<file path="config.mk">
export PLATFORM = sky130hd
export DESIGN_NAME = ras_nibble_rx
export DESIGN_NICKNAME = d
export VERILOG_FILES = /design/src/rtl/ras_nibble_pkg.sv /design/src/rtl/ras_word_fifo2.sv /design/src/rtl/ras_nibble_rx.sv
export SDC_FILE = /design/constraint.sdc
export NUM_CORES = 1
export LEC_CHECK = 0
export ABC_AREA = 1
export BUFFER_PORTS_ARGS = -buffer_cell sky130_fd_sc_hd__buf_4
export CORE_MARGIN = 1
export CORE_UTILIZATION = 45
export CTS_BUF_LIST = sky130_fd_sc_hd__clkbuf_16
export CTS_CLUSTER_SIZE = 8
export DETAILED_ROUTE_END_ITERATION = 12
export GPL_ROUTABILITY_DRIVEN = 0
export PLACE_DENSITY_LB_ADDON = 0.15
export SYNTH_ARGS = -nofsm -noshare
export SYNTH_HDL_FRONTEND = slang
export SYNTH_SLANG_ARGS = --single-unit
</file>
<file path="constraint.sdc">
create_clock -name clk -period 6.5 [get_ports clk]
set_input_delay 0.325 -clock clk [delete_from_list [all_inputs] [get_ports clk]]
set_output_delay 0.325 -clock clk [all_outputs]
set_load 0.02 [all_outputs]
</file>
<file path="src/rtl/ras_nibble_pkg.sv">
// Shared types and sizes for the nibble-stream receiver and its output FIFO.
package ras_nibble_pkg;
    localparam int NIB_PER_WORD = 8;
    localparam int WORD_W       = 32;
    localparam int NIB_W        = 4;

    typedef enum logic {
        S_DATA,
        S_CSUM
    } state_t;

    typedef struct packed {
        logic              last;
        logic [WORD_W-1:0] data;
    } fifo_entry_t;
endpackage

</file>
<file path="src/rtl/ras_word_fifo2.sv">
// Two-entry valid/ready word FIFO; the head entry is stable while it waits for pop.
module ras_word_fifo2
    import ras_nibble_pkg::*;
(
    input  logic        clk,
    input  logic        rst_n,
    input  logic        push_i,
    input  fifo_entry_t entry_i,
    output logic        full_o,
    output logic        valid_o,
    input  logic        pop_i,
    output fifo_entry_t head_o
);
    fifo_entry_t mem_q [2];
    logic        wptr_q, rptr_q;
    logic [1:0]  count_q;
    logic        do_push, do_pop;

    assign full_o  = (count_q == 2'd2);
    assign valid_o = (count_q != 2'd0);
    assign head_o  = mem_q[rptr_q];
    assign do_push = push_i && !full_o;
    assign do_pop  = pop_i && valid_o;

    always_ff @(posedge clk or negedge rst_n) begin
        if (!rst_n) begin
            mem_q[0] <= '0;
            mem_q[1] <= '0;
            wptr_q   <= 1'b0;
            rptr_q   <= 1'b0;
            count_q  <= 2'd0;
        end else begin
            if (do_push) begin
                mem_q[wptr_q] <= entry_i;
                wptr_q        <= ~wptr_q;
            end
            if (do_pop) begin
                rptr_q <= ~rptr_q;
            end
            case ({do_push, do_pop})
                2'b10:   count_q <= count_q + 2'd1;
                2'b01:   count_q <= count_q - 2'd1;
                default: count_q <= count_q;
            endcase
        end
    end
endmodule

</file>
<file path="src/rtl/ras_nibble_rx.sv">
// Deserializes the 4-bit LeNet result stream into framed 32-bit words.
// Define RAS_NIBBLE_RX_CSUM_EN to expect and verify a trailing checksum word per frame.
module ras_nibble_rx
    import ras_nibble_pkg::*;
#(
    parameter int WORDS_PER_FRAME = 10
) (
    input  logic              clk,
    input  logic              rst_n,
    input  logic              ap_start,
    input  logic              in_valid,
    output logic              in_ready,
    input  logic [NIB_W-1:0]  in_data,
    output logic              out_valid,
    input  logic              out_ready,
    output logic [WORD_W-1:0] out_data,
    output logic              out_last,
    output logic              frame_done,
    output logic              csum_err,
    output logic [15:0]       frame_cnt
);
    localparam logic [2:0] LAST_NIB  = 3'(NIB_PER_WORD - 1);
    localparam logic [7:0] LAST_WORD = 8'(WORDS_PER_FRAME - 1);

    logic [2:0]              nib_cnt_q, nib_cnt_d;
    logic [WORD_W-NIB_W-1:0] part_q, part_d;
    logic [7:0]              wcnt_q, wcnt_d;
    logic [15:0]             frame_cnt_q, frame_cnt_d;
    logic                    frame_done_q, frame_done_d;
    logic                    hs, word_done, push, fifo_full, in_csum;
    logic [WORD_W-1:0]       assembled;
    fifo_entry_t             push_entry, head_entry;

`ifdef RAS_NIBBLE_RX_CSUM_EN
    state_t            state_q, state_d;
    logic [WORD_W-1:0] acc_q, acc_d;
    logic              csum_err_q, csum_err_d;
    assign in_csum  = (state_q == S_CSUM);
    assign csum_err = csum_err_q;
`else
    assign in_csum  = 1'b0;
    assign csum_err = 1'b0;
`endif

    // Ready only looks at registered FIFO fullness, so a same-cycle pop never opens it.
    assign in_ready   = ap_start && ((nib_cnt_q != LAST_NIB) || !fifo_full || in_csum);
    assign hs         = in_valid && in_ready;
    assign word_done  = hs && (nib_cnt_q == LAST_NIB);
    assign assembled  = {in_data, part_q};
    assign push_entry.last = (wcnt_q == LAST_WORD);
    assign push_entry.data = assembled;
    assign frame_done = frame_done_q;
    assign frame_cnt  = frame_cnt_q;
    assign out_data   = head_entry.data;
    assign out_last   = head_entry.last;

    always_ff @(posedge clk or negedge rst_n) begin
        if (!rst_n) begin
            nib_cnt_q    <= '0;
            part_q       <= '0;
            wcnt_q       <= '0;
            frame_cnt_q  <= '0;
            frame_done_q <= 1'b0;
`ifdef RAS_NIBBLE_RX_CSUM_EN
            state_q      <= S_DATA;
            acc_q        <= '0;
            csum_err_q   <= 1'b0;
`endif
        end else begin
            nib_cnt_q    <= nib_cnt_d;
            part_q       <= part_d;
            wcnt_q       <= wcnt_d;
            frame_cnt_q  <= frame_cnt_d;
            frame_done_q <= frame_done_d;
`ifdef RAS_NIBBLE_RX_CSUM_EN
            state_q      <= state_d;
            acc_q        <= acc_d;
            csum_err_q   <= csum_err_d;
`endif
        end
    end

    always_comb begin
        nib_cnt_d    = nib_cnt_q;
        part_d       = part_q;
        wcnt_d       = wcnt_q;
        frame_cnt_d  = frame_cnt_q;
        frame_done_d = 1'b0;
        push         = 1'b0;
`ifdef RAS_NIBBLE_RX_CSUM_EN
        state_d      = state_q;
        acc_d        = acc_q;
        csum_err_d   = 1'b0;
`endif
        if (hs) begin
            nib_cnt_d = (nib_cnt_q == LAST_NIB) ? 3'd0 : nib_cnt_q + 3'd1;
            for (int k = 0; k < NIB_PER_WORD - 1; k++) begin
                if (nib_cnt_q == 3'(k)) begin
                    part_d[k*NIB_W +: NIB_W] = in_data;
                end
            end
        end
        if (word_done) begin
`ifdef RAS_NIBBLE_RX_CSUM_EN
            if (state_q == S_CSUM) begin
                frame_done_d = 1'b1;
                csum_err_d   = (assembled != acc_q);
                frame_cnt_d  = frame_cnt_q + 16'd1;
                acc_d        = '0;
                state_d      = S_DATA;
            end else begin
                acc_d = acc_q + assembled;
`else
            begin
`endif
                push = 1'b1;
                if (wcnt_q == LAST_WORD) begin
                    wcnt_d = '0;
`ifdef RAS_NIBBLE_RX_CSUM_EN
                    state_d = S_CSUM;
`else
                    frame_done_d = 1'b1;
                    frame_cnt_d  = frame_cnt_q + 16'd1;
`endif
                end else begin
                    wcnt_d = wcnt_q + 8'd1;
                end
            end
        end
    end

    ras_word_fifo2 u_fifo (
        .clk     (clk),
        .rst_n   (rst_n),
        .push_i  (push),
        .entry_i (push_entry),
        .full_o  (fifo_full),
        .valid_o (out_valid),
        .pop_i   (out_ready),
        .head_o  (head_entry)
    );
endmodule

</file>
### Yosys cells after proc, flatten, opt, wreduce, memory -nomap -nowiden

Index checks and enable logic that the tools add are counted.

| word-level totals | value |
|---|---|
| register bits after elaboration | 126 |
| input port bits | 9 |
| output and inout bits | 53 |
| logic and storage cells | 73 |

| cells by class | value |
|---|---|
| $add $sub $neg | 5 |
| magnitude comparators | 3 |
| equality and inequality tests | 12 |
| muxes and demuxes | 12 |
| bitwise logic cells | 4 |
| reduce and logical (&&, ||, !) cells | 19 |

Operators by type and width:

| operator | count |
|---|---|
| 33-bit 2-to-1 mux | 4 |
| 66-bit bitwise mux | 1 |
| 33-bit demux with 1-bit select | 1 |
| 16-bit by 1-bit adder with 16-bit output, second input constant | 1 |
| 2-bit AND reduction | 8 |
| 3-bit == test, second input constant | 4 |
| 8-bit by 1-bit adder with 8-bit output, second input constant | 1 |
| 8-bit by 4-bit == test with 1-bit output, second input constant | 1 |
| 8-bit 2-to-1 mux | 1 |
| 3-bit by 2-bit == test with 1-bit output, second input constant | 2 |
| 1-bit logical AND | 6 |
| 2-bit == test, second input constant | 2 |
| 2-bit >= comparator, second input constant | 2 |
| 1-bit NOT with 2-bit output | 2 |
| 2-bit one-hot mux with 2 select lines | 1 |
| 2-bit nonzero test | 2 |
| 3-bit by 1-bit adder with 3-bit output, second input constant | 1 |
| 3-bit by 1-bit == test with 1-bit output, second input constant | 1 |
| 3-bit zero test | 1 |
| 1-bit 2-to-1 mux | 3 |
| 3-bit 2-to-1 mux | 1 |
| 3-bit inequality test, second input constant | 1 |
| 2-bit by 1-bit adder with 2-bit output, second input constant | 1 |
| 2-bit by 1-bit == test with 1-bit output, second input constant | 1 |
| 5 further kinds | 6 |

### Depth between registers and ports, before layout

Gate-level depths: netlist of run 1.

| logic depth | value |
|---|---|
| word-level depth | 10 |
| mapped depth | 10 |
| gate-level depth less buffers | 9 |

### Hierarchy

Synthesis of run 1 repeated with hierarchy kept, for this count alone.

| unflattened totals | value |
|---|---|
| cell total of the unflattened synthesis | 751 |
| area total of the unflattened synthesis | 6160.9 µm² |

By module, submodules not included:

| module | instances | cells each | area each (µm²) | seq. area each (µm²) |
|---|---|---|---|---|
| ras_word_fifo2 | 1 | 429 | 3383.2 | 1751.7 |
| ras_nibble_rx | 1 | 322 | 2777.7 | 1401.3 |

### Least setup slack after synthesis of run 1

No wires, ideal clock.

| timing | value |
|---|---|
| kind | register to register |
| start point | register nib_cnt_q[0] |
| end point | register u_fifo.count_q[1] |
| setup time | 131 ps |
| arrival | 1947 ps |
| required time | 6369 ps |
| slack | 4422 ps |
| cell stages (with the launch flop) | 10 |
| path buffers | 2 |
| period minus slack after synthesis | 2078 ps |
| cells stage by stage | dfrtp_1 ha_1 ha_1 nand4_4 buf_2 buf_2 ha_1 a21oi_1 o21ai_0 xor2_1 |

| on the way | value |
|---|---|
| cells in the longest elaborated chain, start to end | 9 |
| elaborated cells on any way between the ends | 12 |
| classes of those cells | eq/ne (4); mux (2); reduce/logical (6) |

RTL lines:

| item | RTL line | RTL |
|---|---|---|
| start, declared | ras_nibble_rx.sv:25 | `logic [2:0] nib_cnt_q, nib_cnt_d;` |
| start signal, assigned | ras_nibble_rx.sv:70 | `nib_cnt_q <= nib_cnt_d;` |
| 3-bit inequality test | ras_nibble_rx.sv:46 | `assign in_ready = ap_start && ((nib_cnt_q != LAST_NIB) \|\| !fifo_full \|\| in_csum);` |
| 1-bit logical OR | ras_nibble_rx.sv:46 |  |
| 1-bit logical AND | ras_nibble_rx.sv:46 |  |
| 1-bit logical AND | ras_nibble_rx.sv:47 | `assign hs = in_valid && in_ready;` |
| 1-bit logical AND * | ras_nibble_rx.sv:48 | `assign word_done = hs && (nib_cnt_q == LAST_NIB);` |
| 1-bit 2-to-1 mux * | ras_nibble_rx.sv:103 | `if (word_done) begin` |
| 1-bit logical AND * | ras_word_fifo2.sv:22 | `assign do_push = push_i && !full_o;` |
| 2-bit by 1-bit == test with 1-bit output or 2-bit == test (tied branches) | ras_word_fifo2.sv:40 | `case ({do_push, do_pop})` |
| 2-bit one-hot mux with 2 select lines or 2-bit nonzero test (tied branches) | n/a |  |
| end signal, assigned | ras_word_fifo2.sv:41 | `2'b10: count_q <= count_q + 2'd1;` |
| end signal, assigned | ras_word_fifo2.sv:42 | `2'b01: count_q <= count_q - 2'd1;` |
| end signal, assigned | ras_word_fifo2.sv:43 | `default: count_q <= count_q;` |
| end, declared | ras_word_fifo2.sv:16 | `logic [1:0] count_q;` |

Every way passes the cells marked *; elsewhere a longest branch is shown, timed or not.
A chain may end at the register's enable or synchronous reset.

### Worst setup path after layout of run 1

| timing | value |
|---|---|
| start point | register u_fifo.rptr_q |
| end point | output port out_data[15] |

| on the way | value |
|---|---|
| cells in the longest elaborated chain, start to end | 4 |

RTL lines:

| item | RTL line | RTL |
|---|---|---|
| start, declared | ras_word_fifo2.sv:15 | `logic wptr_q, rptr_q;` |
| start signal, assigned | ras_word_fifo2.sv:38 | `rptr_q <= ~rptr_q;` |
| 1-bit NOT with 2-bit output (implied by the code) | ras_word_fifo2.sv:21 | `assign head_o = mem_q[rptr_q];` |
| 33-bit 2-to-1 mux (implied by the code) (3 in series) | ras_word_fifo2.sv:21 |  |
| end, declared | ras_nibble_rx.sv:16 | `output logic [WORD_W-1:0] out_data,` |

Every way passes these cells. The select of a mux whose other input is x is not followed.

==> results.md, run 1 <==
- Status: complete, but fails checks
- Violated checks: negative hold slack
- WS Path Type: reg2out
- HPWL after DPL: 7910 µm
- WP data arrival: 2130 ps
- TritonRoute pass-1 iters: 5
- Slew of the pin with the lowest slew margin: 1060 ps
- Worst hold slack: -0.107 ps
- Post-CTS Hold Buffers: 0
- Clock sink count: 126
- Fillers: 1186
- Bufs and invs on worst path: 1
- Clock-pin slew on the worst setup and hold paths: 60 ps
- Worst slew margin: 0.292
- Post-CTS Setup Bufs: 0
- Grt total ovfl: 0
- Layout cells sized above 1: 0.122
- Routed len/inst: 13.3 µm
- Final setup violation count: 0
- Largest net degree at the start of global routing: 70
- Prevailing post-synth register cell: dfrtp_1
- Area delta synth->final: 18.5%
- CTS buffer count: 17
- Setup TNS: 0 ps
- All-Layer GR Usage: 0.210
- Sequential element share of the synthesized area: 0.545
- Post-synth top cells: nand2_1 (289), dfrtp_1 (126), o21ai_0 (105), inv_1 (63), nor2_1 (31)
- Startpoint types: flop
- Clock Latency Late Sink: 420 ps
- Die height: 115 µm
- Via/cell ratio: 4.87
- CTS Root Cell: clkbuf_16
- Unrepaired setup endpoints after global routing: no
- Die width: 115 µm
- Slew Viols, Final: 0
- Syn_nets: 734
- Worst path slowest cell: dfrtp_2
- Initial Util: 0.460
- Area leader, netlist: dfrtp_1
- Power Density: 456 nW/µm²
- Synth async-reset ratio: 1.00
- PortBufs: 60
- FMAX: 0.407 GHz
- Crit path max-delay family: flip-flops
- Max VDD drop: 0.240 mV
- Clock buffer depth: 2
- CP max stage delay: 1070 ps
- Final Net Count: 784
- Ranking of synthesized cells by area: dfrtp_1 (54%), nand2_1 (19%), o21ai_0 (9.1%)
- Maxcap violations: 0
- Syn avg cell area: 8.09 µm²
- Count leader, synth: nand2_1
- Yosys top cell area share: 0.545
- Via count: 4620
- Yosys warns: 0
- Final min period: 2460 ps
- # rows: 41
- Initial antenna violation count: 0
- Antenna viol nets, final: 0
- Residual DRC count: 0
- Post-synth cell types: 25
- Crit end category: output pin
- Mapped Cells: 715
- Final hold vios: 2
- Synth Cell Area: 5790 µm²
- PostCTS Resize Cnt: 0
- Die ar.: 13300 µm²
- Type of the worst min-delay path: in2async
- Iteration-0 DRC Markers: 285
- CTS H-tree lvls: 4
- CORE AREA: 12600 µm²
- Ports: 62
- Max FO, Critical Path: 67
- Routed WL: 12700 µm
- Number of flops mapped to enable cells by yosys: 0
- First-pass GRT wire length: 21300 µm
- Clock Skew: 19.2 ps
- Vias in the first global route: 4403
- #FFs+latches synth: 126
- Ant diodes: 0
- Leak: 3.50 nW
- Cell Chain, Critical Path: o21ai_0 -> buf_4
- TritonCTS clock tree: done
- Final period utilization: 0.378
- Util after Layout: 0.546
- Worst endpoint required time: 6170 ps
metrics by stage:
stage                     hold slack, ps  std cells  cell area, µm²  total power (W)  setup slack (ps)
after detailed placement             458        918            6320          0.00228              4130
after CTS                           22.5        949            6860          0.00316              4040
after global placement               448        918            6320          0.00226              4230
final                             -0.107        949            6860          0.00313              4040
after floorplan                     29.4        715            5790          0.00186              4420
after global routing                58.7        949            6860          0.00334              3900
kinds of logic (layout without fill, tap and decap cells):
kind of cell | after synthesis | after routing | synth area share
AOI/OAI and AO/OA | 116 | 116 | 0.101
xor gates and xnor gates | 14 | 14 | 0.0212
adders and majority gates | 10 | 10 | 0.0216
buffers and inverters | 98 | 160 | 0.0714
DFF | 126 | 126 | 0.545
other | 1 | 1 | 0.000648
and+or+nand+nor | 350 | 350 | 0.240
registers in the layout (all words and copies together), names as in the netlist:
signal          cells
frame_cnt          16
u_fifo.mem_q       66
u_fifo.wptr_q       1
u_fifo.count_q      2
wcnt_q              8
nib_cnt_q           3
frame_done          1
u_fifo.rptr_q       1
part_q             28
final cells by class:
cell class | instances | area, µm² | area share
Multi-Input combinational cell | 491 | 2230 | 0.325
Clock inverter | 14 | 110 | 0.0161
Sequential cell | 126 | 3150 | 0.460
Tap cell | 172 | 215 | 0.0314
Timing Repair Buffer | 65 | 488 | 0.0711
Clock buffer | 17 | 425 | 0.0620
Inverter | 64 | 240 | 0.0350
cells in the final DEF, fill, tap and decap left out:
cell type  netlist  final
buf_4            3     65
dfrtp_2          0      1
a21oi_1          7      7
ha_1            10     10
nand4_4          1      1
clkbuf_16        0     17
nand3_1         13     13
nor3_1           7      7
xor2_1           9      9
o21ai_0        105    105
o22ai_1          1      1
inv_1           63     65
clkinv_1         0      6
conb_1           1      1
nand3b_1         3      3
dfrtp_1        126    125
o21ai_1          3      3
xnor2_1          5      5
nand2_2          1      1
bufinv_16        0      2
nand2_1        289    289
inv_2            1      1
clkinv_2         0      4
nor2_4           1      2
nand4_1          2      2
nor2_1          31     31
nor2_2           2      1
where the power goes:
| group | switching [W] | total [W] | internal (W) |
|---|---|---|---|
| Sequential | 0.000216 | 0.00128 | 0.00106 |
| Clock | 0.000318 | 0.000865 | 0.000546 |
| Combinational | 0.000603 | 0.000987 | 0.000383 |
worst paths after layout:
kind	from	endpoint	slack [ps]	depth (start not counted)
worst min-delay path	rst_n	u_fifo.mem_q[33]	-0.1	1
max in group asynchronous	rst_n	nib_cnt_q[1]	5160	2
worst max-delay path	u_fifo.rptr_q	out_data[15]	4040	2
min in group clk	out_ready	u_fifo.rptr_q	210	3
worst max register to register	nib_cnt_q[0]	u_fifo.mem_q[32]	4150	8
worst min register to register	wcnt_q[7]	wcnt_q[7]	480	1
per-layer routing:
metal,track usage,vias to the layer above,part of all wire
met4,0.0823,0,0.018
met1,0.269,2182,0.46
li1,-,2313,-
met2,0.341,107,0.48
met3,0.0548,18,0.041
met5,0,-,0
No activity file was read; power rests on OpenSTA's default activity.
==> inputs of run 2 (changes only) <==
--- a/config.mk
+++ b/config.mk
@@ -5,7 +5,7 @@
 export SDC_FILE = /design/constraint.sdc
 export NUM_CORES = 1
 export LEC_CHECK = 0
-export ABC_AREA = 1
+export ABC_AREA = 0
 export BUFFER_PORTS_ARGS = -buffer_cell sky130_fd_sc_hd__buf_4
 export CORE_MARGIN = 1
 export CORE_UTILIZATION = 45
==> constraint.sdc (replaced) <==
create_clock -name clk -period 2.57 [get_ports clk]
set_input_delay 0.1285 -clock clk [delete_from_list [all_inputs] [get_ports clk]]
set_output_delay 0.1285 -clock clk [all_outputs]
set_load 0.02 [all_outputs]
==> run 2 against run 1 <==
Compared with the run above: the flow now finishes without violations; synthesized area down 4.7%; global-route usage down 2.8 points; clock skew decreased by 12 ps; worst setup slack got worse by 3800 ps; critical path type is now reg2reg; critical endpoint is now u_fifo.mem_q[62]; largest cell class unchanged; highest routed layer unchanged.
==> results.md, run 2 <==
- Reg2Reg Depth: 8 (unchanged)
- Count leader, synth: dfrtp_1 (was nand2_1)
- Worst slew margin: 0.586 (was 0.292)
- WS Path Type: reg2reg (was reg2out)
- Cell Chain, Critical Path: ha_1 -> ha_1 -> and3_1 -> and2_4 -> inv_4 -> nor2_8 -> buf_12 -> mux2_2 (was o21ai_0 -> buf_4)
- Clock-pin slew on the worst setup and hold paths: 50 ps (was 60 ps)
- Maxcap violations: 0 (unchanged)
- FF-to-FF Start: nib_cnt_q[0] (unchanged)
- Setup TNS: 0 ps (unchanged)
- Fillers: 998 (was 1186)
- Initial Util: 0.461 (was 0.460)
- Ranking of synthesized cells by area: dfrtp_1 (57%), mux2_2 (24%), ha_1 (2.3%) (was dfrtp_1 (54%), nand2_1 (19%), o21ai_0 (9.1%))
- Post-synth cell types: 37 (was 25)
- First-pass GRT wire length: 17400 µm (was 21300 µm)
- Routed WL: 10300 µm (was 12700 µm)
- CP most frequent cell: ha_1
- Area leader, netlist: dfrtp_1 (unchanged)
- CP max stage delay: 400 ps (was 1070 ps)
- Via/cell ratio: 5.14 (was 4.87)
- TritonCTS clock tree: done (unchanged)
- Startpoint types: flop (unchanged)
- Syn avg cell area: 14.0 µm² (was 8.09 µm²)
- Prevailing post-synth register cell: dfrtp_1 (unchanged)
- Vias in the first global route: 3372 (was 4403)
- Die width: 113 µm (was 115 µm)
- FF-to-FF setup slack: 240 ps (was 4150 ps)
- Max FO, Critical Path: 15 (was 67)
- Synth Cell Area: 5510 µm² (was 5790 µm²)
- Routed len/inst: 16.6 µm (was 13.3 µm)
- Most frequent cells in the layout: dfrtp_1 (126), mux2_2 (118), buf_4 (64) (was nand2_1 (289), dfrtp_1 (125), o21ai_0 (105))
- Antenna viol nets, final: 0 (unchanged)
- All-Layer GR Usage: 0.182 (was 0.210)
- CORE AREA: 12000 µm² (was 12600 µm²)
- Yosys warns: 0 (unchanged)
- Power Density: 1000 nW/µm² (was 456 nW/µm²)
- Post-CTS Setup Bufs: 0 (unchanged)
- CTS Root Cell: clkbuf_16 (unchanged)
- Sequential element share of the synthesized area: 0.572 (was 0.545)
- Synth async-reset ratio: 1.00 (unchanged)
- Ant diodes: 0 (unchanged)
- Grt total ovfl: 0 (unchanged)
- Yosys top cell area share: 0.572 (was 0.545)
- Clock buffer depth: 2 (unchanged)
- Type of the worst min-delay path: in2reg (was in2async)
- Mapped Cells: 393 (was 715)
- Die ar.: 12700 µm² (was 13300 µm²)
- Die height: 113 µm (was 115 µm)
- Worst path slowest cell: dfrtp_1 (was dfrtp_2)
- Commonest non-fill, non-tap cell in the layout: dfrtp_1 (was nand2_1)
- Final std cells w/o fill: 619 (was 949)
- Syn_nets: 412 (was 734)
- Crit end category: flop (was output pin)
- Max VDD drop: 0.471 mV (was 0.240 mV)
- Post-synth top cells: dfrtp_1 (126), mux2_2 (118), nand2_1 (20), xnor2_1 (14), xor2_1 (12) (was nand2_1 (289), dfrtp_1 (126), o21ai_0 (105), inv_1 (63), nor2_1 (31))
- Number of flops mapped to enable cells by yosys: 0 (unchanged)
- Final hold vios: 0 (was 2)
- Layout cells sized above 1: 0.447 (was 0.122)
- Initial antenna violation count: 0 (unchanged)
- Bufs and invs on worst path: 2 (was 1)
- Slew of the pin with the lowest slew margin: 621 ps (was 1060 ps)
- Final period utilization: 0.908
- PostCTS Resize Cnt: 0 (unchanged)
- Critical R2R Capture: u_fifo.mem_q[62] (was u_fifo.mem_q[32])
- Worst endpoint required time: 2850 ps (was 6170 ps)
- Via count: 3182 (was 4620)
- Min-Delay Endpoint: u_fifo.rptr_q
- CTS H-tree lvls: 4 (unchanged)
- Worst hold path cell count: 3
- Residual DRC count: 0 (unchanged)
- Iteration-0 DRC Markers: 71 (was 285)
- Largest net degree at the start of global routing: 58 (was 70)
- Status: finished, final reports clean (was complete, but fails checks)
- PortBufs: 60 (unchanged)
- Ports: 62 (unchanged)
- Slew Viols, Final: 0 (unchanged)
- Cells after DPL: 589 (was 918)
- Clock Skew: 7.37 ps (was 19.2 ps)
- Final Instance Area: 6630 µm² (was 6860 µm²)
- #FFs+latches synth: 126 (unchanged)
- HPWL after DPL: 6870 µm (was 7910 µm)
- FMAX: 0.429 GHz
- WP data arrival: 2620 ps (was 2130 ps)
- TritonRoute pass-1 iters: 4 (was 5)
- Clock sink count: 126 (unchanged)
- Cell Area, Placed: 6150 µm² (was 6320 µm²)
- Unrepaired setup endpoints after global routing: no (unchanged)
- Crit path max-delay family: simple AND/OR/NAND/NOR gates (was flip-flops)
- # rows: 40 (was 41)
- Area delta synth->final: 20.3% (was 18.5%)
- Final setup violation count: 0 (unchanged)
- CTS buffer count: 17 (unchanged)
- Largest register FFs: 66 (unchanged)
- Leak: 3.38 nW (was 3.50 nW)
- Final Net Count: 481 (was 784)
- Final min period: 2330 ps
- Most flops, register: u_fifo.mem_q (unchanged)
- Clock Latency Late Sink: 400 ps (was 420 ps)
- Hold path start: out_ready
run 2: through the flow:
step	hold slack, ps	setup WS (ps)	power (W)	util
after floorplan	-167	537	0.00410	-
after global placement	182	360	0.00470	0.514
after detailed placement	188	293	0.00477	0.514
after CTS	46.9	264	0.00672	0.554
after global routing	74.4	91.9	0.00703	0.554
final	59.6	237	0.00663	0.554
run 2: cell families after synthesis:
family / count (synthesis) / synth area share
other cells: 1 / 0.000680
simple gates: 69 / 0.0729
xor+xnor: 26 / 0.0413
fa+ha+maj: 10 / 0.0227
flops: 126 / 0.572
buf+inv: 26 / 0.0245
mux: 125 / 0.255
compound gates: 10 / 0.0109
run 2: worst min-delay path: cells and delay by family:
| kind | cells | cell delay [ps] |
|---|---|---|
| xor gates and xnor gates | 1 | 70 |
| and+or+nand+nor | 1 | 150 |
| buffers and inverters | 1 | 70 |
run 2: where the power goes:
group / switching, W / internal (W)
Sequential: 0.000403 / 0.00256
Clock: 0.000747 / 0.00117
Combinational: 0.000792 / 0.000961
Total: 0.00194 / 0.00469
run 2: worst max-delay path by stage:
stage / from / endpoint / slack [ps] / depth (start not counted)
finish: nib_cnt_q[0] / u_fifo.mem_q[62] / 240 / 8
global route: nib_cnt_q[0] / u_fifo.mem_q[62] / 90 / 8
CTS: nib_cnt_q[0] / u_fifo.mem_q[62] / 260 / 8
detailed placement: nib_cnt_q[0] / u_fifo.mem_q[55] / 290 / 8
global placement: nib_cnt_q[0] / u_fifo.mem_q[34] / 360 / 8
floorplan: nib_cnt_q[0] / u_fifo.mem_q[60] / 540 / 9
run 2: final cells by class:
| cell class | count | area [µm²] | area share |
|---|---|---|---|
| flip-flops and latches | 126 | 3150 | 0.475 |
| multi-input cells | 241 | 2220 | 0.335 |
| repair buffers | 69 | 571 | 0.0860 |
| clock buffers | 17 | 425 | 0.0642 |
| well taps | 147 | 184 | 0.0277 |
| clock inverters | 12 | 45.0 | 0.00679 |
| inverters | 7 | 28.8 | 0.00434 |
run 2: repair_timing:
| action | 4_1_cts | 5_1_grt |
|---|---|---|
| endpoints found under the hold margin | 45 | 0 |
| setup endpoints to repair | 0 | 0 |
| hold buffers | 1 | 0 |
run 2: metal layers:
layer / wire length [µm] / global-route usage / share of wire
met4: 180 / 0.0773 / 0.017
met2: 4930 / 0.282 / 0.48
met3: 390 / 0.0475 / 0.038
met1: 4790 / 0.243 / 0.47
met5: 0 / 0 / 0
==> inputs of run 3 (changes only) <==
--- a/config.mk
+++ b/config.mk
@@ -13,7 +13,7 @@
 export CTS_CLUSTER_SIZE = 8
 export DETAILED_ROUTE_END_ITERATION = 12
 export GPL_ROUTABILITY_DRIVEN = 0
-export PLACE_DENSITY_LB_ADDON = 0.15
 export SYNTH_ARGS = -nofsm -noshare
 export SYNTH_HDL_FRONTEND = slang
+export SYNTH_HIERARCHICAL = 1
 export SYNTH_SLANG_ARGS = --single-unit
==> run 3 against run 2 <==
Compared with the run above: critical path depth down 2; sequential power increased by 1%; fmax rose by 3.6%; largest cell class unchanged; critical path type unchanged; synthesized cell count fell by 2.8%; count of clock-buffer cells in the layout did not move; worst setup slack improved by 80 ps; die area rose by 0.52%; synthesized area increased by 0.52%.
==> results.md, run 3 <==
- Status: finished, final reports clean (unchanged)
- Yosys warns: 6 (was 0)
- Worst slew margin: 0.503 (was 0.586)
- Cell Chain, Critical Path: ha_1 -> ha_1 -> a21boi_1 -> and2_1 -> nand3_1 -> mux2_1 (was ha_1 -> ha_1 -> and3_1 -> and2_4 -> inv_4 -> nor2_8 -> buf_12 -> mux2_2)
- Die width: 113 µm (about the same)
- First-pass GRT wire length: 17300 µm (was 17400 µm)
- WP data arrival: 2540 ps (was 2620 ps)
- Ports: 62 (unchanged)
- Number of flops mapped to enable cells by yosys: 0 (unchanged)
- WS Path Type: reg2reg (unchanged)
- Area leader, netlist: dfrtp_1 (unchanged)
- Prevailing post-synth register cell: dfrtp_1 (unchanged)
- Routed WL: 10500 µm (was 10300 µm)
- Ant diodes: 0 (unchanged)
- Die height: 113 µm (about the same)
- Area delta synth->final: 22.1% (was 20.3%)
- CP most frequent cell: ha_1 (unchanged)
- Post-synth cell types: 35 (was 37)
- Yosys top cell area share: 0.569 (was 0.572)
- Initial Util: 0.461 (about the same)
- Worst path slowest cell: dfrtp_1 (unchanged)
- Power Density: 1100 nW/µm² (was 1000 nW/µm²)
- Final period utilization: 0.877 (was 0.908)
- Util after Layout: 0.563 (was 0.554)
- Final min period: 2250 ps (was 2330 ps)
- Most flops, register: u_fifo/mem_q (was u_fifo.mem_q)
- CP max stage delay: 420 ps (was 400 ps)
- Type of the worst min-delay path: in2reg (unchanged)
- Final Instance Area: 6770 µm² (was 6630 µm²)
- Via/cell ratio: 5.18 (was 5.14)
- Crit end category: flop (unchanged)
- Worst hold slack: 55.8 ps (was 59.6 ps)
- Final std cells w/o fill: 617 (was 619)
- Via count: 3199 (was 3182)
- #FFs+latches synth: 126 (unchanged)
- Crit path max-delay family: simple AND/OR/NAND/NOR gates (unchanged)
- Max FO, Critical Path: 11 (was 15)
- Cell Area, Placed: 6170 µm² (was 6150 µm²)
- PortBufs: 60 (unchanged)
- Residual DRC count: 0 (unchanged)
- Ranking of synthesized cells by area: dfrtp_1 (57%), mux2_2 (25%), xnor2_1 (2.4%) (was dfrtp_1 (57%), mux2_2 (24%), ha_1 (2.3%))
- Final Net Count: 477 (was 481)
- Syn avg cell area: 14.5 µm² (was 14.0 µm²)
- Commonest non-fill, non-tap cell in the layout: dfrtp_1 (unchanged)
- Clock Latency Late Sink: 410 ps (was 400 ps)
- Mapped Cells: 382 (was 393)
- Slew Viols, Final: 0 (unchanged)
- Count leader, synth: dfrtp_1 (unchanged)
- Leak: 3.39 nW (was 3.38 nW)
- Vias in the first global route: 3325 (was 3372)
- Antenna viol nets, final: 0 (unchanged)
- Clock Skew: 6.45 ps (was 7.37 ps)
- CORE AREA: 12000 µm² (about the same)
- Synth async-reset ratio: 1.00 (unchanged)
- Final hold vios: 0 (unchanged)
- Post-CTS Setup Bufs: 0 (unchanged)
- Startpoint types: flop (unchanged)
- Grt total ovfl: 0 (unchanged)
- Synth Cell Area: 5540 µm² (was 5510 µm²)
- Post-synth top cells: dfrtp_1 (126), mux2_2 (124), xnor2_1 (15), nand3_1 (13), xor2_1 (11) (was dfrtp_1 (126), mux2_2 (118), nand2_1 (20), xnor2_1 (14), xor2_1 (12))
- Largest net degree at the start of global routing: 60 (was 58)
- Clock buffer depth: 2 (unchanged)
- Maxcap violations: 0 (unchanged)
- Die ar.: 12800 µm² (was 12700 µm²)
- FMAX: 0.444 GHz (was 0.429 GHz)
- Routed len/inst: 16.9 µm (was 16.6 µm)
- # rows: 40 (unchanged)
- Fillers: 1034 (was 998)
- Unrepaired setup endpoints after global routing: no (unchanged)
- Worst endpoint required time: 2860 ps (was 2850 ps)
- Sequential element share of the synthesized area: 0.569 (was 0.572)
- Layout cells sized above 1: 0.485 (was 0.447)
- Cells after DPL: 585 (was 589)
- TritonCTS clock tree: done (unchanged)
- CTS Root Cell: clkbuf_16 (unchanged)
- Syn_nets: 401 (was 412)
- HPWL after DPL: 6860 µm (was 6870 µm)
- Final setup violation count: 0 (unchanged)
- TritonRoute pass-1 iters: 4 (unchanged)
- Clock-pin slew on the worst setup and hold paths: 50 ps (about the same)
- Clock sink count: 126 (unchanged)
- Bufs and invs on worst path: 0 (was 2)
- Max VDD drop: 0.380 mV (was 0.471 mV)
- Most frequent cells in the layout: dfrtp_1 (126), mux2_2 (124), buf_4 (68) (was dfrtp_1 (126), mux2_2 (118), buf_4 (64))
- Largest register FFs: 66 (unchanged)
- All-Layer GR Usage: 0.181 (was 0.182)
- CTS H-tree lvls: 4 (unchanged)
- Iteration-0 DRC Markers: 109 (was 71)
- Setup TNS: 0 ps (unchanged)
- CTS buffer count: 17 (unchanged)
- Slew of the pin with the lowest slew margin: 745 ps (was 621 ps)
- Initial antenna violation count: 0 (unchanged)
run 3: cell types whose count changed in the layout (fill, tap and decap cells not counted), moves of 3 or more:
cell / before / now
mux2_2: 118 / 124
nand2_1: 20 / 10
clkinv_1: 6 / 2
and3_1: 11 / 6
buf_4: 64 / 68
nor4_1: 3 / 0
nand3_1: 6 / 13
bufinv_16: 0 / 4
o21ai_0: 6 / 2
run 3: area by class of cell:
class                           count  area, µm²  share of cell area
Multi-Input combinational cell    233       2250               0.332
Clock inverter                     14        163              0.0240
Tap cell                          147        184              0.0272
Clock buffer                       17        425              0.0629
Sequential cell                   126       3150               0.466
Timing Repair Buffer               71        561              0.0829
Inverter                            9       33.8             0.00499
run 3: per-layer routing:
| metal | wire length (µm) | share of wire | up-vias | track usage |
|---|---|---|---|---|
| met4 | 194 | 0.019 | 0 | 0.0816 |
| li1 | - | - | 1489 | - |
| met1 | 4990 | 0.48 | 1642 | 0.245 |
| met3 | 453 | 0.043 | 11 | 0.0536 |
| met5 | 0 | 0 | - | 0 |
| met2 | 4820 | 0.46 | 57 | 0.271 |
run 3: worst paths after layout:
kind,startpoint,end,slack [ps],depth (start not counted)
min in group asynchronous,rst_n,u_fifo/mem_q[48],330,2
min reg2reg,frame_cnt[15],frame_cnt[15],470,1
max reg2reg,nib_cnt_q[0],part_q[20],320,6
min,in_data[2],part_q[22],60,2
max,nib_cnt_q[0],part_q[20],320,6
max in group asynchronous,rst_n,u_fifo/mem_q[39],1520,3
run 3: power by group:
| part | switching [W] | internal [W] |
|---|---|---|
| Clock | 0.000800 | 0.00158 |
| Sequential | 0.000404 | 0.00261 |
| Combinational | 0.000940 | 0.00112 |
run 3: metrics by stage:
stage               setup WS [ps]  total power [W]
floorplan                     341          0.00438
global route                  119          0.00787
detailed placement            338          0.00512
CTS                           319          0.00754
global placement              411          0.00506
finish                        317          0.00745
run 3: kinds of logic (layout without fill, tap and decap cells):
| logic type | Yosys count | count (layout) | share of synthesized area |
|---|---|---|---|
| buffers and inverters | 23 | 111 | 0.0257 |
| xor gates and xnor gates | 26 | 26 | 0.0411 |
| AOI/OAI and AO/OA | 4 | 4 | 0.00452 |
| muxes | 130 | 130 | 0.264 |
| adders and majority gates | 10 | 10 | 0.0226 |
| other | 1 | 1 | 0.000677 |
| DFF | 126 | 126 | 0.569 |
| and+or+nand+nor | 62 | 62 | 0.0725 |
run 3: repair_timing:
action | 4_1_cts | 5_1_grt
hold buffers | 1 | 0
hold endpoints to repair | 56 | 0
gates resized for setup | 0 | 0
